File: src/rtl/arc4_ctrl.sv
// arc4_ctrl: sequences init/ksa/prga sub-blocks, arbitrates the S-memory port, aborts stalled phases
module arc4_ctrl #(
  parameter logic [15:0] TIMEOUT = 16'd4096
) (
  input  logic        clk,
  input  logic        rst,
  input  logic        en,
  output logic        rdy,
  input  logic [23:0] key,
  output logic [23:0] key_q,
  output logic        init_en,
  output logic        ksa_en,
  output logic        prga_en,
  input  logic        init_rdy,
  input  logic        ksa_rdy,
  input  logic        prga_rdy,
  input  logic [7:0]  init_addr,
  input  logic [7:0]  init_wrdata,
  input  logic        init_wren,
  input  logic [7:0]  ksa_addr,
  input  logic [7:0]  ksa_wrdata,
  input  logic        ksa_wren,
  input  logic [7:0]  prga_addr,
  input  logic [7:0]  prga_wrdata,
  input  logic        prga_wren,
  output logic [7:0]  s_addr,
  output logic [7:0]  s_wrdata,
  output logic        s_wren,
  output logic [1:0]  phase,
  output logic        err
);
  typedef enum logic [2:0] {IDLE, INIT_GO, INIT_BUSY, KSA_GO, KSA_BUSY, PRGA_GO, PRGA_BUSY} state_t;
  state_t state, state_n;
  logic [15:0] cnt;
  logic go, go_n, sub_rdy, guard, to;
  always_comb begin
    go      = state == INIT_GO || state == KSA_GO || state == PRGA_GO;
    go_n    = state_n == INIT_GO || state_n == KSA_GO || state_n == PRGA_GO;
    phase   = state == IDLE ? 2'd0 : state <= INIT_BUSY ? 2'd1 : state <= KSA_BUSY ? 2'd2 : 2'd3;
    sub_rdy = phase == 2'd1 ? init_rdy : phase == 2'd2 ? ksa_rdy : prga_rdy;
    // X_en is high exactly in the first BUSY cycle, so it doubles as the guard flag
    guard   = init_en | ksa_en | prga_en;
    to      = state != IDLE && cnt >= TIMEOUT;
    rdy     = state == IDLE;
    s_addr   = phase == 2'd1 ? init_addr   : phase == 2'd2 ? ksa_addr   : phase == 2'd3 ? prga_addr   : 8'd0;
    s_wrdata = phase == 2'd1 ? init_wrdata : phase == 2'd2 ? ksa_wrdata : phase == 2'd3 ? prga_wrdata : 8'd0;
    s_wren   = phase == 2'd1 ? init_wren   : phase == 2'd2 ? ksa_wren   : phase == 2'd3 && prga_wren;
    state_n = state;
    if (state == IDLE)
      state_n = en ? INIT_GO : IDLE;
    else if (to)
      state_n = IDLE;
    else if (sub_rdy && (go || !guard))
      state_n = state == PRGA_BUSY ? IDLE : state_t'(state + 3'd1);
  end
  always_ff @(posedge clk) begin
    if (rst) begin
      state   <= IDLE;
      key_q   <= '0;
      err     <= 1'b0;
      cnt     <= '0;
      init_en <= 1'b0;
      ksa_en  <= 1'b0;
      prga_en <= 1'b0;
    end else begin
      state   <= state_n;
      init_en <= state == INIT_GO && state_n == INIT_BUSY;
      ksa_en  <= state == KSA_GO && state_n == KSA_BUSY;
      prga_en <= state == PRGA_GO && state_n == PRGA_BUSY;
      cnt     <= go_n && state_n != state ? 16'd0 : state != IDLE && cnt != 16'hFFFF ? cnt + 16'd1 : cnt;
      if (state == IDLE && en) begin
        key_q <= key;
        err   <= 1'b0;
      end else if (to)
        err <= 1'b1;
    end
  end
endmodule

File: config.mk
export PLATFORM = sky130hd
export DESIGN_NAME = arc4_ctrl
export DESIGN_NICKNAME = d
export VERILOG_FILES = /design/src/rtl/arc4_ctrl.sv
export SDC_FILE = /design/constraint.sdc
export NUM_CORES = 1
export LEC_CHECK = 0
export CAP_MARGIN = 30
export CORE_AREA = 2 2 110 123
export DETAILED_ROUTE_END_ITERATION = 10
export DIE_AREA = 0 0 112 125
export PLACE_DENSITY_LB_ADDON = 0.3
export SLEW_MARGIN = 10
export SYNTH_ARGS = -nofsm -noshare
export SYNTH_HDL_FRONTEND = slang
export SYNTH_SLANG_ARGS = --single-unit
File: constraint.sdc
create_clock -name clk -period 4 [get_ports clk]
set_clock_uncertainty 0.1 [all_clocks]
set_input_delay 0.8 -clock clk [delete_from_list [all_inputs] [get_ports clk]]
set_output_delay 0.8 -clock clk [all_outputs]
set_load 0.03 [all_outputs]
==> out/metrics.cfg, run 1 <==
[outcome]
outcome = finished clean

[clock_network]
path_clk_slew_ns = 0.06
clock-sinks = 47
cts-resized-gates = 0
ctsHoldBuffers = 0
cts_setup_buffers = 0
cts_root_buffer = clkbuf_16
cts_tree = built
htree_num_levels = 2
insertion_delay_ns = 0.28
cts_inserted_buffers = 5
clockBufferDepth = 2

[die]
core_area_sq_um = 12880
start_util = 0.2417
std_cell_rows = 44
die_x_microns = 112
io_pins = 129
die_height_microns = 125
die-area_sq_um = 14000

[placed_design]
place_congestion = 0.8218
place_ws_ns = 0.6441
hpwl_microns = 7310
port_buffers = 128

[sta]
rsz0062_at_grt = false
fin_tns_setup_ns = 0
setup_viol = 0
timing.final.ws_setup_ns = 0.6349
finalMaxSlewViolations = 0
clock.fmax_mhz = 297.2
max_slew_margin = 0.4413
hold_viol = 0
tightest_slew_ns = 0.8360
finalCriticalPeriod_ns = 3.365
layout_worst_path_cycle_share = 0.8413

[logic_synthesis]
synth_area_sq_um = 3114
synthXorXnorAreaFrac = 0.03375
synth_flop_cell = dfxtp_1
synth_top_area_cell = dfxtp_1
ys_async_sr_fraction = 0
ys_ff_latch = 47
synth_top_family_by_area = compound AO/OA/AOI/OAI gates
synth_cell_types = 60
syn_nets = 502
syn_inst = 418
ys_top_cells_by_area = dfxtp_1 30%, a21oi_1 9.6%, and3_1 7.4%
synthAdderAreaFrac = 0.01205
synth_edf_count = 0
avgSynthCellArea_sq_um = 7.450
yosysTopAreaCellShare = 0.3021
synth_simple_gate_area_frac = 0.2861
synth_seq_area_share = 0.3021
synth-warning-count = 0
synth_compound_area_frac = 0.2953
synthMuxAreaShare = 0.009642

[power_and_ir_drop]
power.leakage_nw = 1.693
vdd_drop_max_uv = 179.8
power_density_nw_per_um2 = 338.5

[drt]
route.antenna.remaining_nets = 0
wirelength_microns = 10480
drt-initial-drc-count = 281
drc = 0
post_drt_wl_per_cell_microns = 15.25
drt_pre_antenna_iters = 4
viasPerCell = 5.263
vias = 3616

[final_layout]
nNetsFinal = 609
layout_commonest_cell = clkdlybuf4s50_1
drive_above_1_share = 0.08745
area_growth_pct = 48.33
layout_common_cells = 112 x clkdlybuf4s50_1, 60 x a21oi_1, 59 x nand2_1
antennaDiodeCount = 0

[setup_path]
crit_path_frequent_cell = clkdlybuf4s50_1
start_kind = primary input
path_class = in -> out
critPathTopFamily = buffers and inverters
crit_chain = clkdlybuf4s50_1, nor2b_1, a22oi_1, a21o_1, o21ai_0, clkdlybuf4s50_1
slowest_stage = clkdlybuf4s50_1
crit_path_end_kind = primary output
worstPathRequired_ns = 3.10
crit_buf_inv = 2
cp_max_fo = 2
critPathArrivalTime_ns = 2.47
cpPeakStageDelay_ns = 0.69

[global_route]
grt_overflow = 0
grt_max_degree = 38
grt_pass1_wl_microns = 16840
antenna_found_initial = 0
first_global_vias = 3383
grt_use_total = 0.1403

[hold_path]
hold_path_class = reg -> reg

[flow_run]
drv_cap = 0

==> per-layer routing <==
metal | vias up | part of all wire | GRT usage
li1 | 1749 | - | -
met1 | 1705 | 0.46 | 0.1837
met2 | 154 | 0.47 | 0.2471
met3 | 8 | 0.067 | 0.02618
met4 | 0 | 0.0040 | 0.01865
met5 | - | 0 | 0
==> through the flow <==
| step | instances | hold slack, ns | total power [mW] | area [sq um] | util |
|---|---|---|---|---|---|
| 2_1_floorplan | 418 | 0.3946 | 0.8668 | 3114 | - |
| 3_3_place_gp | 679 | 0.3429 | 1.092 | 4448 | 0.3453 |
| 3_5_place_dp | 679 | 0.3493 | 1.100 | 4448 | 0.3453 |
| 4_1_cts | 687 | 0.3589 | 1.580 | 4619 | 0.3586 |
| 5_1_grt | 687 | 0.3794 | 1.649 | 4619 | 0.3586 |
| 6_report | 687 | 0.3566 | 1.564 | 4619 | 0.3586 |
==> path summary, 6_finish.rpt <==
check / start / endpoint / slack, ns / cells after the start
setup reg to reg: state[2] / cnt[3] / 0.68 / 6
hold reg to reg: key_q[6] / key_q[6] / 0.36 / 2
hold / removal: key_q[6] / key_q[6] / 0.36 / 2
setup / recovery: init_wren / s_wren / 0.63 / 6
==> cell type report <==
class	instances	area (sq um)
clock buffer	5	125.1
clock inverter	3	46.29
fill	1339	8263
inverter	5	21.27
multi-input combinational	330	1983
sequential	47	940.9
tap	161	201.4
timing repair buffer	136	1301
==> tightest hold or removal path: stages, from the launching register on <==
cell and delay (ns):
dfxtp_1 0.31, nand2_1 0.05, a21oi_1 0.05
==> report_power, final <==
group | leakage (nW) | internal (mW) | switching [mW]
registers | 0.383 | 0.496 | 0.0234
logic | 1.23 | 0.245 | 0.325
clock network | 0.0804 | 0.297 | 0.177
total | 1.69 | 1.04 | 0.526
==> flip-flops by register name (all words and copies together) (netlist names) <==
name / flops
cnt: 16
err: 1
init_en: 1
key_q: 24
ksa_en: 1
prga_en: 1
state: 3
==> synth_stat cells (3+ instances only) <==
cell type and number:
a311oi_1 3, o221ai_1 18, nand4_1 3, dfxtp_1 47, nor3_1 8, o21ai_0 17, mux2i_1 3, xor2_1 5
and2_1 18, nand3_1 4, nor2_1 14, a21oi_1 60, clkbuf_1 28, a211oi_1 6, a31oi_1 15, ha_1 3
and3_1 37, a22oi_1 3, buf_2 3, xnor2_1 7, nand2_1 59, nor2b_1 6
==> cells by family (layout without fill, tap and decap cells) <==
| logic type | count (synthesis) | count (layout) |
|---|---|---|
| flip-flops | 47 | 47 |
| AND/OR/NAND/NOR | 169 | 169 |
| multiplexers | 3 | 3 |
| XOR/XNOR | 12 | 12 |
| AO/OA/AOI/OAI | 143 | 143 |
| adder cells (fa/ha/maj) | 3 | 3 |
| buffers and inverters | 41 | 149 |
Power figures use the tool's default switching activity.
==> run 2, diff against run 1 <==
clock period = 3.2 ns   (was 4 ns; I/O delays follow)
==> out/metrics.cfg, run 2 (synthesis gave the netlist of run 1 again) <==
[sta]
tightest_slew_ns = 0.8621  ; +0.02618 ns
finalMaxSlewViolations = 0  ; unchanged
setup_viol = 0  ; unchanged
rsz0062_at_grt = false
fin_tns_setup_ns = 0  ; unchanged
finalCriticalPeriod_ns = 2.795
clock.fmax_mhz = 357.8
max_slew_margin = 0.4238  ; -0.01749
hold_viol = 0  ; unchanged
layout_worst_path_cycle_share = 0.8733

[setup_path]
rr_startpoint = state[0]
worstPathRequired_ns = 2.46  ; -0.64 ns
startpoint = state[0]
crit_path_end_kind = primary output
start_kind = flop
slowest_stage = dfxtp_1
worstSetupEndpoint = s_addr[3]
path_class = reg -> out
r2r-end = cnt[4]
ff2ff_path_depth = 6  ; unchanged
cp_max_fo = 37  ; +35
crit_chain = inv_2, and3_1, o21ai_0, o221ai_1, buf_4
critPathArrivalTime_ns = 2.05  ; -0.42 ns
rrSetupSlack_ns = 0.68  ; about the same
cpPeakStageDelay_ns = 0.60  ; -0.09 ns

[final_layout]
regMostFlops = key_q
stdcell_count = 695  ; +1.2%
largestRegisters = key_q: 24 flops, cnt: 16 flops, state: 3 flops
drive_above_1_share = 0.1030  ; +0.01554
multiInputGateArea_sq_um = 1983  ; unchanged
regArea_sq_um = 940.9  ; unchanged
nNetsFinal = 617  ; +1.3%
fillerInstances = 1356  ; +1.3%
antennaDiodeCount = 0  ; unchanged
utilization = 0.3610  ; +0.002428
layout_common_cells = 111 x clkdlybuf4s50_1, 60 x a21oi_1, 59 x nand2_1
layout_commonest_cell = clkdlybuf4s50_1
largest_reg_flops = 24  ; unchanged
area_growth_pct = 49.34

[global_route]
grt_pass1_wl_microns = 16730  ; -0.62%
antenna_found_initial = 0  ; unchanged
first_global_vias = 3508  ; +3.7%
grt_max_degree = 38  ; unchanged
grt_overflow = 0  ; unchanged
grt_use_total = 0.1393  ; -0.0009838

[drt]
drt-initial-drc-count = 323  ; +15%
drc = 0  ; unchanged
drt_pre_antenna_iters = 4  ; unchanged
viasPerCell = 5.151  ; -2.1%
post_drt_wl_per_cell_microns = 14.89  ; -2.4%
route.antenna.remaining_nets = 0  ; unchanged
wirelength_microns = 10350  ; -1.3%
vias = 3580  ; -1.0%

[outcome]
outcome = finished clean

[clock_network]
path_clk_slew_ns = 0.07  ; about the same
cts_tree = built
htree_num_levels = 2  ; unchanged
cts-resized-gates = 0  ; unchanged
clock-sinks = 47  ; unchanged
cts_setup_buffers = 0  ; unchanged
cts_root_buffer = clkbuf_16
cts_inserted_buffers = 5  ; unchanged
ctsHoldBuffers = 0  ; unchanged
insertion_delay_ns = 0.29  ; about the same
clockBufferDepth = 2  ; unchanged

[hold_path]
min-delay-start = key_q[11]
min_path_cells = 2  ; unchanged
hold_path_class = reg -> reg

[die]
die_x_microns = 112  ; unchanged
die-area_sq_um = 14000  ; unchanged
die_height_microns = 125  ; unchanged
io_pins = 129  ; unchanged
core_area_sq_um = 12880  ; unchanged
std_cell_rows = 44  ; unchanged
start_util = 0.2417  ; unchanged

[power_and_ir_drop]
power_density_nw_per_um2 = 402.2  ; +19%
power.leakage_nw = 1.719  ; +1.5%
vdd_drop_max_uv = 275.4  ; +53%
power_mw = 1.870  ; +20%

[placed_design]
dp.cells = 687  ; +1.2%
port_buffers = 128  ; unchanged
place_congestion = 0.8610  ; +4.8%
hpwl_microns = 7481  ; +2.3%

[flow_run]
drv_cap = 0  ; unchanged

==> run 2: where the power goes <==
group / internal [mW] / switching [mW] / total [mW]
registers: 0.620 / 0.0286 / 0.649
clock network: 0.288 / 0.215 / 0.502
logic: 0.314 / 0.405 / 0.719
total: 1.22 / 0.649 / 1.87
==> run 2: worst min-delay path by stage <==
stage                endpoint  slack [ns]
floorplan              cnt[4]        0.39
global placement    key_q[16]        0.34
detailed placement   key_q[3]        0.35
CTS                 key_q[16]        0.36
global route         key_q[6]        0.38
finish              key_q[11]        0.36
==> run 2: cell type report <==
| cell class | instances | area share |
|---|---|---|
| clock buffers | 5 | 0.02690 |
| clock inverters | 3 | 0.004305 |
| inverters | 5 | 0.004574 |
| multi-input cells | 330 | 0.4264 |
| flip-flops and latches | 47 | 0.2023 |
| well taps | 161 | 0.04331 |
| repair buffers | 144 | 0.2922 |
==> run 2: stage by stage <==
| step | setup WS [ns] | hold slack [ns] | instance area [sq um] |
|---|---|---|---|
| after floorplan | 0.5338 | 0.3946 | 3114 |
| after CTS | 0.3663 | 0.3608 | 4651 |
| after global routing | 0.2675 | 0.3798 | 4651 |
| after global placement | 0.4598 | 0.3423 | 4506 |
| after detailed placement | 0.3750 | 0.3497 | 4506 |
| final | 0.4054 | 0.3561 | 4651 |
==> run 2: critical path: cells and delay by family (launching register included) <==
kind                   cells  cell delay [ns]
AOI/OAI and AO/OA          2             0.32
buffers and inverters      2             0.59
DFF                        1             0.60
and+or+nand+nor            1             0.25
==> run 2: metal layers <==
metal,up-vias,GRT usage,routed length (microns)
li1,1771,-,-
met1,1680,0.1785,4719
met2,118,0.2453,4886
met3,11,0.02666,637
met4,0,0.02726,102
met5,-,0,0
